## config.mk

```make
export PLATFORM = sky130hd
export DESIGN_NAME = reg_cmd_bridge
export DESIGN_NICKNAME = d
export VERILOG_FILES = /design/src/rtl/reg_cmd_bridge.sv
export SDC_FILE = /design/constraint.sdc
export NUM_CORES = 1
export LEC_CHECK = 0
export CORE_UTILIZATION = 55
export DETAILED_ROUTE_END_ITERATION = 12
export GPL_TIMING_DRIVEN = 0
export PLACE_DENSITY = 0.84
export SLEW_MARGIN = 0
export SYNTH_ARGS = -nofsm -noshare
export SYNTH_HDL_FRONTEND = slang
export SYNTH_SLANG_ARGS = --single-unit
```

## constraint.sdc

```tcl
create_clock -name clk_in -period 4.36 [get_ports clk_in]
set_clock_uncertainty 0.15 [all_clocks]
set_input_delay 0.654 -clock clk_in [delete_from_list [all_inputs] [get_ports clk_in]]
set_output_delay 0.654 -clock clk_in [all_outputs]
set_load 0.01 [all_outputs]
```

## src/rtl/reg_cmd_bridge.sv

```systemverilog
// reg_cmd_bridge
//   Byte-stream command bridge between a serial receiver/transmitter pair and
//   a simple register file.
//
//   Frames received on the rx byte stream:
//     write : 0x57, addr, data[15:8], data[7:0]  -> register write, reply 0x06
//     read  : 0x52, addr                         -> reply data[15:8], data[7:0]
//   An out-of-range address is answered with 0x15 and touches no register.
//   An unknown command byte, or an idle gap of TIMEOUT_CYCLES inside a frame,
//   produces a one-cycle err_o pulse and the frame is dropped.
//
// Ports
//   clk_in          single clock, rising-edge
//   reset           asynchronous reset, active low
//   rx_data_i       received byte
//   rx_valid_i      rx byte valid
//   rx_ready_o      bridge can accept a byte (only while collecting a frame)
//   tx_data_o       byte to transmitter
//   tx_valid_o      tx byte valid
//   tx_ready_i      transmitter can accept a byte
//   write_enable_o  one-cycle register write strobe
//   w_addr_o        register write address
//   w_data_o        register write data
//   r_addr_o        register read address
//   r_data_i        register read data (registered, 1-cycle latency)
//   err_o           one-cycle protocol error pulse
module reg_cmd_bridge #(
  parameter int TIMEOUT_CYCLES = 50000,
  parameter int NUM_REGS       = 16
) (
  input  logic        clk_in,
  input  logic        reset,
  input  logic [7:0]  rx_data_i,
  input  logic        rx_valid_i,
  output logic        rx_ready_o,
  output logic [7:0]  tx_data_o,
  output logic        tx_valid_o,
  input  logic        tx_ready_i,
  output logic        write_enable_o,
  output logic [7:0]  w_addr_o,
  output logic [15:0] w_data_o,
  output logic [7:0]  r_addr_o,
  input  logic [15:0] r_data_i,
  output logic        err_o
);

  localparam logic [7:0] CMD_WR = 8'h57;
  localparam logic [7:0] CMD_RD = 8'h52;
  localparam logic [7:0] RSP_ACK = 8'h06;
  localparam logic [7:0] RSP_NAK = 8'h15;

  localparam int GAP_W = (TIMEOUT_CYCLES < 2) ? 1 : $clog2(TIMEOUT_CYCLES + 1);
  localparam logic [GAP_W-1:0] TIMEOUT_VAL = GAP_W'(TIMEOUT_CYCLES);
  localparam logic [8:0] NUM_REGS_V = 9'(NUM_REGS);

  typedef enum logic [3:0] {
    IDLE   = 4'd0,
    ADDR   = 4'd1,
    DHI    = 4'd2,
    DLO    = 4'd3,
    WR     = 4'd4,
    RD0    = 4'd5,
    RD1    = 4'd6,
    TX_HI  = 4'd7,
    TX_LO  = 4'd8,
    TX_RSP = 4'd9
  } state_t;

  state_t            state_q, state_d;
  logic [GAP_W-1:0]  gap_q, gap_d;
  logic              is_wr_q, is_wr_d;
  logic              addr_ok_q, addr_ok_d;
  logic [7:0]        addr_q, addr_d;
  logic [7:0]        dhi_q, dhi_d;
  logic [7:0]        w_addr_q, w_addr_d;
  logic [15:0]       w_data_q, w_data_d;
  logic [7:0]        r_addr_q, r_addr_d;
  logic [15:0]       hold_q, hold_d;
  logic [7:0]        rsp_q, rsp_d;
  logic              err_q, err_d;

  logic rx_fire;
  logic in_frame;
  logic rx_addr_ok;

  always_comb begin
    rx_ready_o = (state_q == IDLE) || (state_q == ADDR) ||
                 (state_q == DHI)  || (state_q == DLO);
    in_frame   = (state_q == ADDR) || (state_q == DHI) || (state_q == DLO);
    rx_fire    = rx_valid_i && rx_ready_o;
    rx_addr_ok = ({1'b0, rx_data_i} < NUM_REGS_V);
  end

  // Next-state logic. The gap counter is handled first so that an accepted
  // byte in the state case below overrides a timeout in the same cycle.
  always_comb begin
    state_d   = state_q;
    gap_d     = gap_q;
    is_wr_d   = is_wr_q;
    addr_ok_d = addr_ok_q;
    addr_d    = addr_q;
    dhi_d     = dhi_q;
    w_addr_d  = w_addr_q;
    w_data_d  = w_data_q;
    r_addr_d  = r_addr_q;
    hold_d    = hold_q;
    rsp_d     = rsp_q;
    err_d     = 1'b0;

    if (rx_fire) begin
      gap_d = '0;
    end else if (in_frame) begin
      if (gap_q == TIMEOUT_VAL) begin
        gap_d   = '0;
        state_d = IDLE;
        err_d   = 1'b1;
      end else begin
        gap_d = gap_q + 1'b1;
      end
    end

    unique case (state_q)
      IDLE: begin
        if (rx_fire) begin
          if (rx_data_i == CMD_WR) begin
            is_wr_d = 1'b1;
            state_d = ADDR;
          end else if (rx_data_i == CMD_RD) begin
            is_wr_d = 1'b0;
            state_d = ADDR;
          end else begin
            err_d = 1'b1;
          end
        end
      end
      ADDR: begin
        if (rx_fire) begin
          addr_d    = rx_data_i;
          addr_ok_d = rx_addr_ok;
          if (is_wr_q) begin
            // Bad-address writes still consume their data bytes.
            state_d = DHI;
          end else if (rx_addr_ok) begin
            r_addr_d = rx_data_i;
            state_d  = RD0;
          end else begin
            rsp_d   = RSP_NAK;
            state_d = TX_RSP;
          end
        end
      end
      DHI: begin
        if (rx_fire) begin
          dhi_d   = rx_data_i;
          state_d = DLO;
        end
      end
      DLO: begin
        if (rx_fire) begin
          if (addr_ok_q) begin
            w_addr_d = addr_q;
            w_data_d = {dhi_q, rx_data_i};
            state_d  = WR;
          end else begin
            rsp_d   = RSP_NAK;
            state_d = TX_RSP;
          end
        end
      end
      WR: begin
        rsp_d   = RSP_ACK;
        state_d = TX_RSP;
      end
      RD0: begin
        state_d = RD1;
      end
      RD1: begin
        // r_addr_o was driven from the start of RD0; the register file's
        // output is valid here, two edges later.
        hold_d  = r_data_i;
        state_d = TX_HI;
      end
      TX_HI: begin
        if (tx_ready_i) state_d = TX_LO;
      end
      TX_LO: begin
        if (tx_ready_i) state_d = IDLE;
      end
      TX_RSP: begin
        if (tx_ready_i) state_d = IDLE;
      end
      default: begin
        state_d = IDLE;
      end
    endcase
  end

  always_ff @(posedge clk_in or negedge reset) begin
    if (!reset) begin
      state_q   <= IDLE;
      gap_q     <= '0;
      is_wr_q   <= 1'b0;
      addr_ok_q <= 1'b0;
      addr_q    <= 8'h00;
      dhi_q     <= 8'h00;
      w_addr_q  <= 8'h00;
      w_data_q  <= 16'h0000;
      r_addr_q  <= 8'h00;
      hold_q    <= 16'h0000;
      rsp_q     <= 8'h00;
      err_q     <= 1'b0;
    end else begin
      state_q   <= state_d;
      gap_q     <= gap_d;
      is_wr_q   <= is_wr_d;
      addr_ok_q <= addr_ok_d;
      addr_q    <= addr_d;
      dhi_q     <= dhi_d;
      w_addr_q  <= w_addr_d;
      w_data_q  <= w_data_d;
      r_addr_q  <= r_addr_d;
      hold_q    <= hold_d;
      rsp_q     <= rsp_d;
      err_q     <= err_d;
    end
  end

  always_comb begin
    tx_valid_o     = 1'b0;
    tx_data_o      = 8'h00;
    unique case (state_q)
      TX_HI: begin
        tx_valid_o = 1'b1;
        tx_data_o  = hold_q[15:8];
      end
      TX_LO: begin
        tx_valid_o = 1'b1;
        tx_data_o  = hold_q[7:0];
      end
      TX_RSP: begin
        tx_valid_o = 1'b1;
        tx_data_o  = rsp_q;
      end
      default: begin
        tx_valid_o = 1'b0;
        tx_data_o  = 8'h00;
      end
    endcase
    write_enable_o = (state_q == WR);
    w_addr_o       = w_addr_q;
    w_data_o       = w_data_q;
    r_addr_o       = r_addr_q;
    err_o          = err_q;
  end

endmodule

```

Yosys cells after proc, flatten, opt, wreduce, memory -nomap -nowiden. Cells that the tools add are included.

Bits of input ports: 28. Output and inout port bits: 44. Word-level logic and storage cells: 85. Register bits after elaboration: 95.

Multiplexer cells: 35. Bitwise logic cells: 1. Magnitude comparators: 1. $add $sub $neg: 1. Reduce and logical (&&, ||, !) cells: 18. Equal/unequal tests: 17.

Operators by type and width (number): $mux 4 (14); $mux 16 (3); $pmux 8 s3 (2); $mux 8 (5); $pmux 4 s9 (1); $add 16x1->16 const B (1); $eq 16x16->1 const B (1); $eq 4x3->1 const B (4); $eq 8x7->1 const B (2); $mux 1 (10); $ne 2x2->1 const B (5); $eq 4x2->1 const B (2); $eq 4x4->1 const B (2); $lt 8x5->1 const B (1); $reduce_and 3->1 (2); $reduce_and 6->1 (1); $logic_or 1x1->1 (5); $eq 4x1->1 const B (1); $logic_not 4->1 (1); $reduce_and 2->1 (2); $reduce_and 4->1 (1); $reduce_bool 2->1 (2); $reduce_bool 3->1 (1); $reduce_or 3->1 (1); other kinds (3) (3).

Depth between registers and ports, before layout. Gate-level depths: netlist (run 1).

Depth in word-level cells: 10. Depth in mapped cells: 8. Mapped depth without buffers: 7.

Worst setup path after synthesis (run 1). No wires, ideal clock.

Path type: reg-to-output. From: register state_q[0]. To: output port tx_data_o[0]. Path slack: 2.082 ns. Path buffers: 2. Cell stages (with the launch flop): 6. Data arrival time: 1.474 ns. Data required time: 3.556 ns. Path through: dfrtp_1 -> buf_2 -> clkbuf_1 -> nor3_1 -> a22oi_1 -> nand2_1.

Longest elaborated chain between the ends: 2. Elaborated cells between the ends (all ways): 4. Classes of those cells: eq/ne: 3; mux: 1.

Ends and longest elaborated chain: from (decl) (RTL line 69) `state_t state_q, state_d;`; from (signal assigned) (RTL line 213) `state_q <= state_d;`; $eq 4x4->1 or $eq 4x3->1 (tied branches) (RTL line 231) `unique case (state_q)`; $pmux 8 s3 (*) (RTL line 231); to (decl) (RTL line 36) `output logic [7:0] tx_data_o,`.

Mark *: on every way between the ends. The rest lies on a longest branch, timed or not.

Final worst setup path (run 1).
From: register state_q[1]. To: output port tx_data_o[4].

The elaborated chain is that of the path after synthesis.

==> impl_results.md, run 1 <==
- Post-synthesis average cell area: around 12 µm²
- Final Cell Area: between 5000 and 6000 µm²
- Crit share post-route: 0.8325
- Post-synthesis sequential area ratio: 0.5611
- Final HPWL DP: 5.796 mm
- Synth Net Count: between 300 and 400
- I/O pin cnt: 72
- Ratio of cells with drive above 1 in the final layout: 0.2246
- CP required: 3.56 ns
- Footprint of the multi-input gates: around 1700 µm²
- Number of routed nets with antenna violations: 0
- Initial Util: 0.5812
- Final worst slack: 0.7303 ns
- # fillers: 500
- Vias in the first global route: 2,863
- Crit-path slowest cell: nor3_1
- Most common cell after layout, fill and taps aside: dfrtp_1
- Worst-path cell chain: clkbuf_1, nor3_1, a22oi_1, nand2_1, clkdlybuf4s50_1
- Cell Area, Placed: a little under 5000 µm²
- Largest area contributor in the netlist: dfrtp_1
- Pwr per Cell Area: ~340 nW/µm²
- Relative slew slack: 0.3179
- Cell Area, Synth: 4014 µm²
- Nets: between 400 and 500
- Leakage power total: roughly 2.3 nW
- I/O Buffers: just over 70
- Die Wd: approximately 87 µm
- Top cells by area, synth: dfrtp_1 (56%), mux2_2 (17%), nand2_1 (2.3%)
- Synth warn: 0
- Final RePlAce weighted congestion: around 0.89
- Area growth from synthesis to layout: 26.68%
- GRT Total Usage: 0.2406
- Commonest non-fill, non-tap cells in the layout: dfrtp_1 (90), clkdlybuf4s50_1 (70), mux2_2 (60)
- ANT cells: 0
- TritonCTS Sinks: 90
- FF/Latch Area: around 2300 µm²
- Worst skew pair latency: approximately 0.35 ns
- Global route total overflow: 0
- EDFF count, synth: 0
- DRC: 0
- Max Slew Vio Count: 0
- Synth Flop Type: dfrtp_1
- DP Worst Slack: between 1 and 1.5 ns
- Via density: between 5 and 6
- RSZ-0062 raised after global routing: no
- Clock Pin Slew Worst Setup and Hold Paths: roughly 0.090 ns
- Worst-margin pin slew: 1.015 ns
- Initial antenna violation count: 0
- Hold Path Class: primary input to async pin
- Hold Vio Cnt, Final: 0
- First drt pass iteration count: 4
- Total core area: around 7000 µm²
- WL final: between 8 and 9 mm
- CTS root buf: clkbuf_8
- Layout Utilization: 0.7362
- Initial DRC count: 191
- Fin crit period: ~3.6 ns
- Max-Cap Viols: 0
- Maximum vdd drop: between 0.0002 and 0.0003 V
- Achievable frequency: 275.5 MHz
- Fraction of registers with async set/reset: 1.000
- Avg WL per Cell: 16.20 µm
- Post-Syn Instances: approximately 330
- Crit Path Max Fanout: 10
- Total CTS buffers: 9
- Crit path kind: flop to output pin
- CP Data Arrival Time: 2.83 ns
- Worst path max stage delay: 0.88 ns
- Setup bufs post-CTS: 0
- Die Y: between 80 and 90 µm
- # setup viols final: 0
- First-pass GRT wire length: ~14 mm
- CTS Buffer Depth: 2
- PostCTS Resize Cnt: 0
- CTS H-Tree Depth: 3
- Status: completed
- Yosys top cell area share: 0.5611
- Setup crit start kind: flop
- Endpoint class of the critical path: output pin
- CTS tree: done
- Yosys reg bits: 90
- CTS Hold Buffers Added: 0
- Die area: around 7600 µm²
- Distinct cells, synth: 53
- Largest net degree at the start of global routing: 49
- Total number of vias: ~2,800
- Site Rows: 30
==> stage by stage <==
stage / setup TNS, ns / total power, mW / hold WS, ns / cells
detailed placement: 0 / 1.115 / 0.3118 / 495
global placement: -59.44 / 1.100 / 0.3002 / 494
finish: 0 / 1.711 / 0.1340 / 510
floorplan: 0 / 1.028 / 0.2084 / 327
CTS: 0 / 1.723 / 0.1533 / 510
global route: 0 / 1.787 / 0.1823 / 510
==> layer usage <==
layer	track usage	vias to the layer above	part of all wire
met5	0	-	0
met3	0.04455	8	0.043
met1	0.3451	1398	0.45
met4	0.08346	0	0.015
li1	-	1345	-
met2	0.3693	76	0.49
==> registers in the layout, indices dropped and copies added (netlist names) <==
register,cells
hold_q,16
w_data_o,16
w_addr_o,8
gap_q,16
dhi_q,8
rsp_q,3
err_o,1
is_wr_q,1
addr_ok_q,1
addr_q,8
r_addr_o,8
state_q,4
==> where the power goes <==
part / leakage [nW] / switching [mW] / internal (mW)
clock network: 0.0979 / 0.294 / 0.322
registers: 1.23 / 0.0309 / 0.900
logic: 0.997 / 0.0755 / 0.0892
total: 2.32 / 0.400 / 1.31
==> kinds of logic (layout without fill, tap and decap cells) <==
group | after synthesis | count (layout) | synth area share
muxes | 61 | 61 | 0.1711
buffers and inverters | 21 | 108 | 0.02556
xor gates and xnor gates | 8 | 8 | 0.01746
DFF | 90 | 90 | 0.5611
adders and majority gates | 2 | 2 | 0.006233
AOI/OAI and AO/OA | 40 | 40 | 0.07139
and+or+nand+nor | 105 | 105 | 0.1471
==> final timing paths <==
kind / from / end / slack (ns) / cells after the start
min in group clk_in: rsp_q[2] / rsp_q[2] / 0.33 / 1
hold reg to reg: rsp_q[2] / rsp_q[2] / 0.33 / 1
setup / recovery: state_q[1] / tx_data_o[4] / 0.73 / 5
hold / removal: reset / gap_q[12] / 0.13 / 1
setup reg to reg: state_q[3] / hold_q[7] / 2.17 / 5
max in group asynchronous: reset / is_wr_q / 3.31 / 2
==> worst max-delay path: cells and delay by family, from the launching register on <==
family	cells	cell delay (ns)
compound gates	1	0.16
buf+inv	2	0.83
simple gates	2	1.02
flops	1	0.47
==> cell type report <==
cell class,count,share of cell area
Timing Repair Buffer,72,0.1447
Clock buffer,9,0.02436
Buffer,12,0.01353
Multi-Input combinational cell,216,0.3263
Tap cell,96,0.02362
Inverter,9,0.006644
Sequential cell,90,0.4429
Clock inverter,6,0.01796
==> cell usage after synthesis (all sizes together), types with 2 or more instances <==
cell type	instances
ha	2
a21oi	6
o22ai	2
a22o	5
and2b	2
nand2b	4
clkbuf	4
xnor2	2
and3	3
a41oi	2
inv	9
o21ai	6
a22oi	4
and2	3
nand3b	2
nor3b	4
mux2	61
nand4	4
nand2	25
nor3	12
nand4b	2
o32ai	2
xor2	6
nor2b	2
nor4bb	3
a31oi	3
buf	8
nand3	13
nor2	22
dfrtp	90
(Power assumes the default switching activity.)
==> run 2, diff against run 1 <==
Settings changed: CORE_UTILIZATION 55 to 47, PLACE_DENSITY 0.84 to 0.76.
Clock period 4.36 ns to 3.1 ns, I/O delays scaled along.
==> run 2 against run 1 <==
  * Sequential share of layout area is 0.18 points lower
  * Setup slack worse by 0.57 ns
  * Sequential cell count stayed put
  * Cell count is 2.2% higher
  * Critical path depth stayed put
  * Register-to-register slack worse by 1.3 ns
  * Sequential power is 41% higher
  * Die area is 17% higher
  * Worst hold slack better by 0.20 ns
==> impl_results.md, run 2 (same netlist as run 1, synthesis figures left out) <==
- I/O Buffers: around 70
- Pwr per Cell Area: ~460 nW/µm²
- WL final: 8.303 mm
- DRC: 0
- Worst-path cell chain: clkbuf_1, nor3_4, a22oi_1, nand2_1, clkdlybuf4s50_1
- Initial antenna violation count: 0
- First-pass GRT wire length: about 14 mm
- Nets: roughly 440
- CP Data Arrival Time: between 2 and 2.5 ns
- Setup TNS: 0 ns
- Most common cell after layout, fill and taps aside: dfrtp_1
- TritonCTS Sinks: 90
- Final worst slack: roughly 0.16 ns
- ANT cells: 0
- Cell Area, Placed: between 4000 and 5000 µm²
- Area growth from synthesis to layout: 27.21%
- # fillers: around 690
- Ratio of cells with drive above 1 in the final layout: 0.2284
- CTS Buffer Depth: 2
- Total number of vias: approximately 2,800
- Largest net degree at the start of global routing: 48
- Initial Util: 0.4861
- Total CTS buffers: 9
- # setup viols final: 0
- Status: completed
- Number of routed nets with antenna violations: 0
- First drt pass iteration count: 4
- Vias in the first global route: 2,792
- Max-Cap Viols: 0
- CP required: 2.48 ns
- CTS tree: done
- Worst-margin pin slew: a little over 0.6 ns
- Setup crit start kind: flop
- Max Slew Vio Count: 0
- Final RePlAce weighted congestion: 0.8494
- Final HPWL DP: slightly below 6 mm
- WP depth: 5
- Die area: 8913 µm²
- Worst-case reg-to-reg path depth: 5
- Hold Path Class: flop to flop
- Crit path kind: flop to output pin
- Endpoint class of the critical path: output pin
- Hold depth: 1
- Global route total overflow: 0
- Site Rows: 33
- GRT Total Usage: 0.2057
- Die Wd: ~94 µm
- DP Worst Slack: 0.06089 ns
- Fin crit period: around 2.9 ns
- Avg WL per Cell: around 16 µm
- Hold Vio Cnt, Final: 0
- Worst skew pair latency: 0.36 ns
- CTS H-Tree Depth: 3
- Worst Path Buf+Inv: 2
- Clock Pin Slew Worst Setup and Hold Paths: about 0.090 ns
- Crit Path Max Fanout: 10
- Commonest non-fill, non-tap cells in the layout: dfrtp_1 (90), clkdlybuf4s50_1 (70), mux2_2 (60)
- Worst path max stage delay: about 0.54 ns
- I/O pin cnt: 72
- Crit share post-route: 0.9494
- Leakage power total: about 2.3 nW
- Initial DRC count: approximately 180
- Hold slack: ~0.33 ns
- Crit-path slowest cell: clkdlybuf4s50_1
- Family with the most delay on the worst path: buffers and inverters
- Setup bufs post-CTS: 0
- Total core area: between 8000 and 9000 µm²
- Achievable frequency: between 300 and 400 MHz
- Via density: around 5.4
- CTS root buf: clkbuf_8
- Die Y: around 94 µm
- Relative slew slack: 0.5929
- Final Cell Area: between 5000 and 6000 µm²
- Maximum vdd drop: roughly 0.00021 V
- RSZ-0062 raised after global routing: no
run 2: layer usage:
layer  vias up  global-route usage  share of wire
met3         9             0.04911          0.044
met4         0             0.07436          0.014
met1      1419              0.2770           0.46
met5         -                   0              0
met2        67              0.3249           0.49
li1       1343                   -              -
run 2: power by group:
part	leakage (nW)	switching, mW	internal [mW]	total, mW
registers	1.23	0.0459	1.27	1.31
logic	1.00	0.107	0.127	0.233
clock network	0.0954	0.435	0.384	0.819
run 2: worst reg2reg max path: stages, from the launching register on:
cell and delay (ns):
dfrtp_1 0.41, nand2b_1 0.15, clkbuf_1 0.19, nor3b_2 0.57, buf_4 0.31, mux2_2 0.35
run 2: metrics by stage:
stage	total power, mW	cells	utilization
5_1_grt	2.473	521	0.6183
6_report	2.365	521	0.6183
2_1_floorplan	1.446	327	-
4_1_cts	2.393	521	0.6183
3_5_place_dp	1.569	504	0.5911
3_3_place_gp	1.548	503	0.5880
run 2: what timing repair did:
action                                  4_1_cts  5_1_grt
gates resized for setup                       3        0
endpoints found under the setup margin        8        1
hold buffers                                  1        0
hold endpoints to repair                     43        0
pin swaps                                     0        1
run 2: path summary, 6_finish.rpt:
kind | endpoint | slack (ns) | start
hold / removal | rsp_q[2] | 0.33 | rsp_q[2]
setup reg to reg | hold_q[8] | 0.86 | state_q[3]
min in group asynchronous | gap_q[4] | 0.49 | reset
max in group asynchronous | dhi_q[1] | 1.69 | reset
setup / recovery | tx_data_o[1] | 0.16 | state_q[1]
hold reg to reg | rsp_q[2] | 0.33 | rsp_q[2]
run 2: area by class of cell:
| class | instances | area [µm²] | area share |
|---|---|---|---|
| clock inverters | 6 | 73.82 | 0.01446 |
| well taps | 105 | 131.4 | 0.02573 |
| flip-flops and latches | 90 | 2252 | 0.4411 |
| multi-input cells | 216 | 1673 | 0.3276 |
| repair buffers | 73 | 745.7 | 0.1460 |
| inverters | 9 | 33.78 | 0.006616 |
| clock buffers | 10 | 127.6 | 0.02499 |
| plain buffers | 12 | 68.82 | 0.01348 |
